File: config.mk
export PLATFORM = sky130hd
export DESIGN_NAME = relu_stream_scheduler
export DESIGN_NICKNAME = d
export VERILOG_FILES = /design/src/rtl/relu_stream_scheduler_pkg.sv /design/src/rtl/relu_stream_scheduler_lane.sv /design/src/rtl/relu_stream_scheduler.sv
export SDC_FILE = /design/constraint.sdc
export NUM_CORES = 1
export LEC_CHECK = 0
export ABC_AREA = 0
export BUFFER_PORTS_ARGS = -buffer_cell sky130_fd_sc_hd__buf_2
export CELL_PAD_IN_SITES_DETAIL_PLACEMENT = 1
export CELL_PAD_IN_SITES_GLOBAL_PLACEMENT = 1
export CORE_MARGIN = 10
export CORE_UTILIZATION = 44
export DETAILED_ROUTE_END_ITERATION = 7
export PLACE_DENSITY = 0.87
export SYNTH_ARGS = -nofsm -noshare
export SYNTH_HDL_FRONTEND = slang
export SYNTH_SLANG_ARGS = --single-unit
File: constraint.sdc
create_clock -name clk -period 4.2 [get_ports clk]
set_input_delay 0.21 -clock clk [delete_from_list [all_inputs] [get_ports clk]]
set_output_delay 0.21 -clock clk [all_outputs]
set_load 0.01 [all_outputs]
File: src/rtl/relu_stream_scheduler_pkg.sv
// Shared types and sizing helpers for the streaming ReLU scheduler.
package relu_stream_scheduler_pkg;

  typedef enum logic [1:0] {
    ST_IDLE  = 2'd0,
    ST_RUN   = 2'd1,
    ST_DRAIN = 2'd2
  } state_e;

  // Number of LANES-wide RAM words covering the whole feature map.
  function automatic int unsigned beats_f(input int unsigned width,
                                          input int unsigned height,
                                          input int unsigned channels,
                                          input int unsigned lanes);
    return (width * height * channels) / lanes;
  endfunction

endpackage

File: src/rtl/relu_stream_scheduler_lane.sv
// Single-element thresholded ReLU: pass x when it exceeds the signed threshold, else zero.
module relu_lane #(
  parameter int unsigned BITWIDTH = 8
) (
  input  logic [BITWIDTH-1:0] x,
  input  logic [BITWIDTH-1:0] thr,
  output logic [BITWIDTH-1:0] y_c
);

  always_comb begin
    y_c = '0;
    if ($signed(x) > $signed(thr)) y_c = x;
  end

endmodule

File: src/rtl/relu_stream_scheduler.sv
// Walks a feature map in RAM, LANES elements per beat, and streams thresholded
// ReLU results through a 2-entry output FIFO with valid/ready and last marker.
module relu_stream_scheduler
  import relu_stream_scheduler_pkg::*;
#(
  parameter int unsigned BITWIDTH    = 8,
  parameter int unsigned DATAWIDTH   = 28,
  parameter int unsigned DATAHEIGHT  = 28,
  parameter int unsigned DATACHANNEL = 3,
  parameter int unsigned LANES       = 4,
  parameter int unsigned ADDRWIDTH   = 16
) (
  input  logic                          clk,
  input  logic                          rst,
  input  logic                          start,
  input  logic [ADDRWIDTH-1:0]          cfg_base,
  input  logic [BITWIDTH-1:0]           cfg_threshold,
  output logic                          busy,
  output logic                          done,
  output logic                          rd_en,
  output logic [ADDRWIDTH-1:0]          rd_addr,
  input  logic [LANES*BITWIDTH-1:0]     rd_data,
  output logic                          m_valid,
  input  logic                          m_ready,
  output logic [LANES*BITWIDTH-1:0]     m_data,
  output logic                          m_last
);

  localparam int unsigned BEATS = beats_f(DATAWIDTH, DATAHEIGHT, DATACHANNEL, LANES);
  localparam int unsigned DW    = LANES * BITWIDTH;
  localparam logic [ADDRWIDTH-1:0] LAST_IDX = ADDRWIDTH'(BEATS - 1);

  state_e                 state_q, state_d;
  logic [ADDRWIDTH-1:0]   base_q, base_d;
  logic [BITWIDTH-1:0]    thr_q, thr_d;
  logic [ADDRWIDTH-1:0]   beat_q, beat_d;
  logic [ADDRWIDTH-1:0]   out_cnt_q, out_cnt_d;
  logic [1:0]             occ_q, occ_d;
  logic                   inflight_q, inflight_d;
  logic [DW-1:0]          slot0_q, slot0_d;
  logic [DW-1:0]          slot1_q, slot1_d;

  logic [DW-1:0]          relu_c;
  logic                   pop_c;
  logic                   last_c;
  logic                   rd_en_c;
  logic                   done_c;
  logic [2:0]             level_c;

  for (genvar g = 0; g < LANES; g++) begin : g_lane
    relu_lane #(.BITWIDTH(BITWIDTH)) u_lane (
      .x   (rd_data[g*BITWIDTH +: BITWIDTH]),
      .thr (thr_q),
      .y_c (relu_c[g*BITWIDTH +: BITWIDTH])
    );
  end

  // Issue a read only if the FIFO can absorb it even when nothing drains.
  always_comb begin
    pop_c   = (occ_q != 2'd0) && m_ready;
    last_c  = (occ_q != 2'd0) && (out_cnt_q == LAST_IDX);
    level_c = 3'(occ_q) + 3'(inflight_q) - 3'(pop_c);
    rd_en_c = (state_q == ST_RUN) && (level_c < 3'd2);
    done_c  = (state_q == ST_DRAIN) && pop_c && last_c;
  end

  assign busy    = (state_q != ST_IDLE);
  assign done    = done_c;
  assign rd_en   = rd_en_c;
  assign rd_addr = base_q + beat_q;
  assign m_valid = (occ_q != 2'd0);
  assign m_data  = slot0_q;
  assign m_last  = last_c;

  always_comb begin
    state_d    = state_q;
    base_d     = base_q;
    thr_d      = thr_q;
    beat_d     = beat_q;
    out_cnt_d  = out_cnt_q;
    occ_d      = occ_q;
    inflight_d = rd_en_c;
    slot0_d    = slot0_q;
    slot1_d    = slot1_q;

    case (state_q)
      ST_IDLE: begin
        if (start) begin
          state_d   = ST_RUN;
          base_d    = cfg_base;
          thr_d     = cfg_threshold;
          beat_d    = '0;
          out_cnt_d = '0;
        end
      end
      ST_RUN: begin
        if (rd_en_c && (beat_q == LAST_IDX)) state_d = ST_DRAIN;
      end
      ST_DRAIN: begin
        if (done_c) state_d = ST_IDLE;
      end
      default: state_d = ST_IDLE;
    endcase

    if (rd_en_c) beat_d    = beat_q + ADDRWIDTH'(1);
    if (pop_c)   out_cnt_d = out_cnt_q + ADDRWIDTH'(1);

    // slot0 is always the head; returning read data lands behind whatever remains.
    case ({inflight_q, pop_c})
      2'b10: begin
        if (occ_q == 2'd0) slot0_d = relu_c;
        else               slot1_d = relu_c;
        occ_d = occ_q + 2'd1;
      end
      2'b01: begin
        slot0_d = slot1_q;
        occ_d   = occ_q - 2'd1;
      end
      2'b11: begin
        if (occ_q == 2'd1) begin
          slot0_d = relu_c;
        end else begin
          slot0_d = slot1_q;
          slot1_d = relu_c;
        end
      end
      default: ;
    endcase
  end

  always_ff @(posedge clk or posedge rst) begin
    if (rst) begin
      state_q    <= ST_IDLE;
      base_q     <= '0;
      thr_q      <= '0;
      beat_q     <= '0;
      out_cnt_q  <= '0;
      occ_q      <= '0;
      inflight_q <= 1'b0;
      slot0_q    <= '0;
      slot1_q    <= '0;
    end else begin
      state_q    <= state_d;
      base_q     <= base_d;
      thr_q      <= thr_d;
      beat_q     <= beat_d;
      out_cnt_q  <= out_cnt_d;
      occ_q      <= occ_d;
      inflight_q <= inflight_d;
      slot0_q    <= slot0_d;
      slot1_q    <= slot1_d;
    end
  end

endmodule

==> out/metrics.cfg <==
[status]
outcome=finished clean

[power]
pwr_density_cell_nw_per_um2=620.8
p_leak_nw=4.527
swShare_pct=41.63
p_int_w=0.003319
ir_drop_mv=0.3662
p_switching_w=0.002368
power.share.clock_pct=24.2
power_frac_seq_pct=33.9
combPwrFrac_pct=41.9

[finish]
antenna_cells=0
drive_gt1_share_pct=17.04
layout_common_cells=179 x nand2_1, 125 x dfrtp_1, 112 x buf_2
fin_util_pct=52.78
fillers=2088
final_common_cell=nand2_1
area_growth_pct=17.25
nets=1122

[drt]
wl_mm=25.85
drc=0
via_per_inst=5.951
num_vias=7415
postRouteAntennaNets=0
wl_per_cell_um=20.74
first_iter_violations=389
firstDrtPassIters=5

[clock_tree]
clk_latency_ns=0.43
cts_tree=done
clock_sinks=125
clock_path_buffers=2
hold_buffers=18
clk_pin_slew_ns=0.06
ctsRootBufferMaster=clkbuf_16
cts_made_buffers=17
h-tree-depth=4
cts_setup_buffers=0
cts_resized=0

[synth]
ys_seq_elements=125
synth_flop_cell=dfrtp_1
synth-edff-count=0
yosys_warnings=0
async_flop_share_pct=100.0
yosysTopAreaCellShare_pct=40.04
synth_area_per_cell_um2=8.690
synth_cells=899
seq_area_frac_synth_pct=40.04
synth_top_area_cell=dfrtp_1
synthTopCellsByArea=dfrtp_1 40%, nand2_1 8.6%, ha_1 8.2%, o21ai_0 6.9%, a21oi_1 2.8%
synth_nets=1012
synth_cell_types=69
syn_area_um2=7812

[place]
gp_congestion=0.8004
numPortBuffers=112
dp_hpwl_mm=17.45

[floorplanning]
die-area_um2=23490
start_util_pct=45.01
die_h_um=153.3
coreArea_um2=17360
ioPinCount=113
rows=48
die_x_um=153.3

[critical_path]
slowest_delay_ns=0.44
cp-end-kind=primary output
arrival_ns=3.30
critical_path.startpoint_type=flop
r2r_cells=12
worstPathMaxFanout=15
cp.required_ns=3.99
crit_type=flop to primary output
cp_num_cells=10
cp_slowest_cell=dfrtp_1
path_cells=inv_1 > ha_2 > and2b_2 > xnor2_1 > nand2b_1 > fa_1 > xnor2_1 > nand4b_2 > clkinv_2 > buf_2
crit_top_cell=xnor2_1
critical_path.top_delay_family=simple AND/OR/NAND/NOR gates
critical_path_buf_inv_count=3

[grt]
grt_pass1_wl_mm=42.52
grt_pass1_vias=7999
grt_max_degree=61
antenna_found_initial=0
overflow=0
grt_use_total_pct=21.84

[sta]
fin_skew_ns=0.009685
tightest_slew_ns=1.262
finalHoldViolCount=0
tns_ns=0
setup_violations=0
fin_crit_sh_pct=83.56
clock.fmax_ghz=0.2849
relSlewSlack_pct=15.68
rsz0062_at_grt=false
min_period_ns=3.509
whs_ns=0.002495
drv_slew=0

[hold_path]
hold_path.class=primary input to flop
hold_depth=3

[run]
max_cap_viol_count=0

final cells by class:
type / instances / area [um2] / area share (%)
Inverter: 27 / 105.1 / 1.147
Clock buffer: 22 / 464.2 / 5.068
Clock inverter: 9 / 70.07 / 0.7649
Timing Repair Buffer: 138 / 800.8 / 8.742
Sequential cell: 125 / 3128 / 34.15
Multi-Input combinational cell: 700 / 4310 / 47.06
Tap cell: 225 / 281.5 / 3.073
synth_stat cells, types with 11 or more instances:
cell / n
dfrtp_1: 125
a21oi_1: 44
nor2b_1: 16
nand3_1: 33
o22ai_1: 17
xnor2_1: 12
nand4_1: 16
inv_1: 26
ha_1: 51
nand2_1: 179
o22a_1: 15
mux2i_1: 11
clkbuf_1: 33
a21o_1: 11
o21ai_0: 107
nor2_1: 51
per-layer routing:
metal  global-route usage (%)  vias to the layer above  share of wire [%]  wire length, um
met2                    36.70                      200                 50            12810
met3                    5.107                       38                5.4             1390
li1                         -                     3452                  -                -
met5                        0                        -                  0                0
met4                    6.857                        0                1.7              431
met1                    27.04                     3725                 43            11220
worst paths after layout:
kind                             startpoint    endpoint  slack, ns
max reg2reg                        occ_q[1]   beat_q[8]       0.83
min in group asynchronous               rst  base_q[10]       0.46
min reg2reg                       base_q[4]   base_q[4]       0.48
max in group asynchronous               rst  m_data[24]       2.73
min                        cfg_threshold[6]    thr_q[6]      0.002
max                                occ_q[1]       rd_en       0.69
power by group through the flow:
stage / Combinational (W) / Clock [W] / Sequential [W]
6_report: 0.00238 / 0.00138 / 0.00193
5_1_grt: 0.00267 / 0.00143 / 0.00198
4_1_cts: 0.00238 / 0.00139 / 0.00192
3_5_place_dp: 0.00233 / 0 / 0.00194
3_3_place_gp: 0.00221 / 0 / 0.00191
2_1_floorplan: 0.00164 / 0 / 0.00189
logic make-up (layout without fill, tap and decap cells):
| group | count (synthesis) | in the layout | share of synthesized area (%) |
|---|---|---|---|
| buffers and inverters | 74 | 196 | 4.820 |
| AOI/OAI and AO/OA | 265 | 265 | 21.40 |
| DFF | 125 | 125 | 40.04 |
| adders and majority gates | 53 | 53 | 8.680 |
| muxes | 11 | 11 | 1.409 |
| xor gates and xnor gates | 17 | 17 | 1.906 |
| and+or+nand+nor | 354 | 354 | 21.75 |
worst reg2reg max path, stage by stage (launching register included):
cell      delay, ns
dfrtp_1        0.44
inv_1          0.13
ha_2           0.38
and2b_2        0.36
xnor2_1        0.18
nand2b_1       0.17
fa_1           0.38
xnor2_1        0.17
nand4b_2       0.26
clkinv_2       0.23
and4_4         0.29
nand4_1        0.12
mux2i_1        0.15
state kept, by name (all words and copies together) (netlist names):
name	count
thr_q	8
m_data	32
inflight_q	1
slot1_q	32
beat_q	16
base_q	16
state_q	2
occ_q	2
out_cnt_q	16
per-stage QoR:
| step | instances | total power (W) | setup slack, ns | area (um2) |
|---|---|---|---|---|
| 4_1_cts | 1246 | 0.005693 | 0.6395 | 9160 |
| 3_5_place_dp | 1197 | 0.004263 | 0.8300 | 8446 |
| 5_1_grt | 1246 | 0.006085 | 0.4535 | 9160 |
| 3_3_place_gp | 1197 | 0.004120 | 0.9446 | 8446 |
| 2_1_floorplan | 899 | 0.003528 | 0.6624 | 7812 |
| 6_report | 1246 | 0.005687 | 0.6905 | 9160 |
No activity file was read; power rests on OpenSTA's default activity.
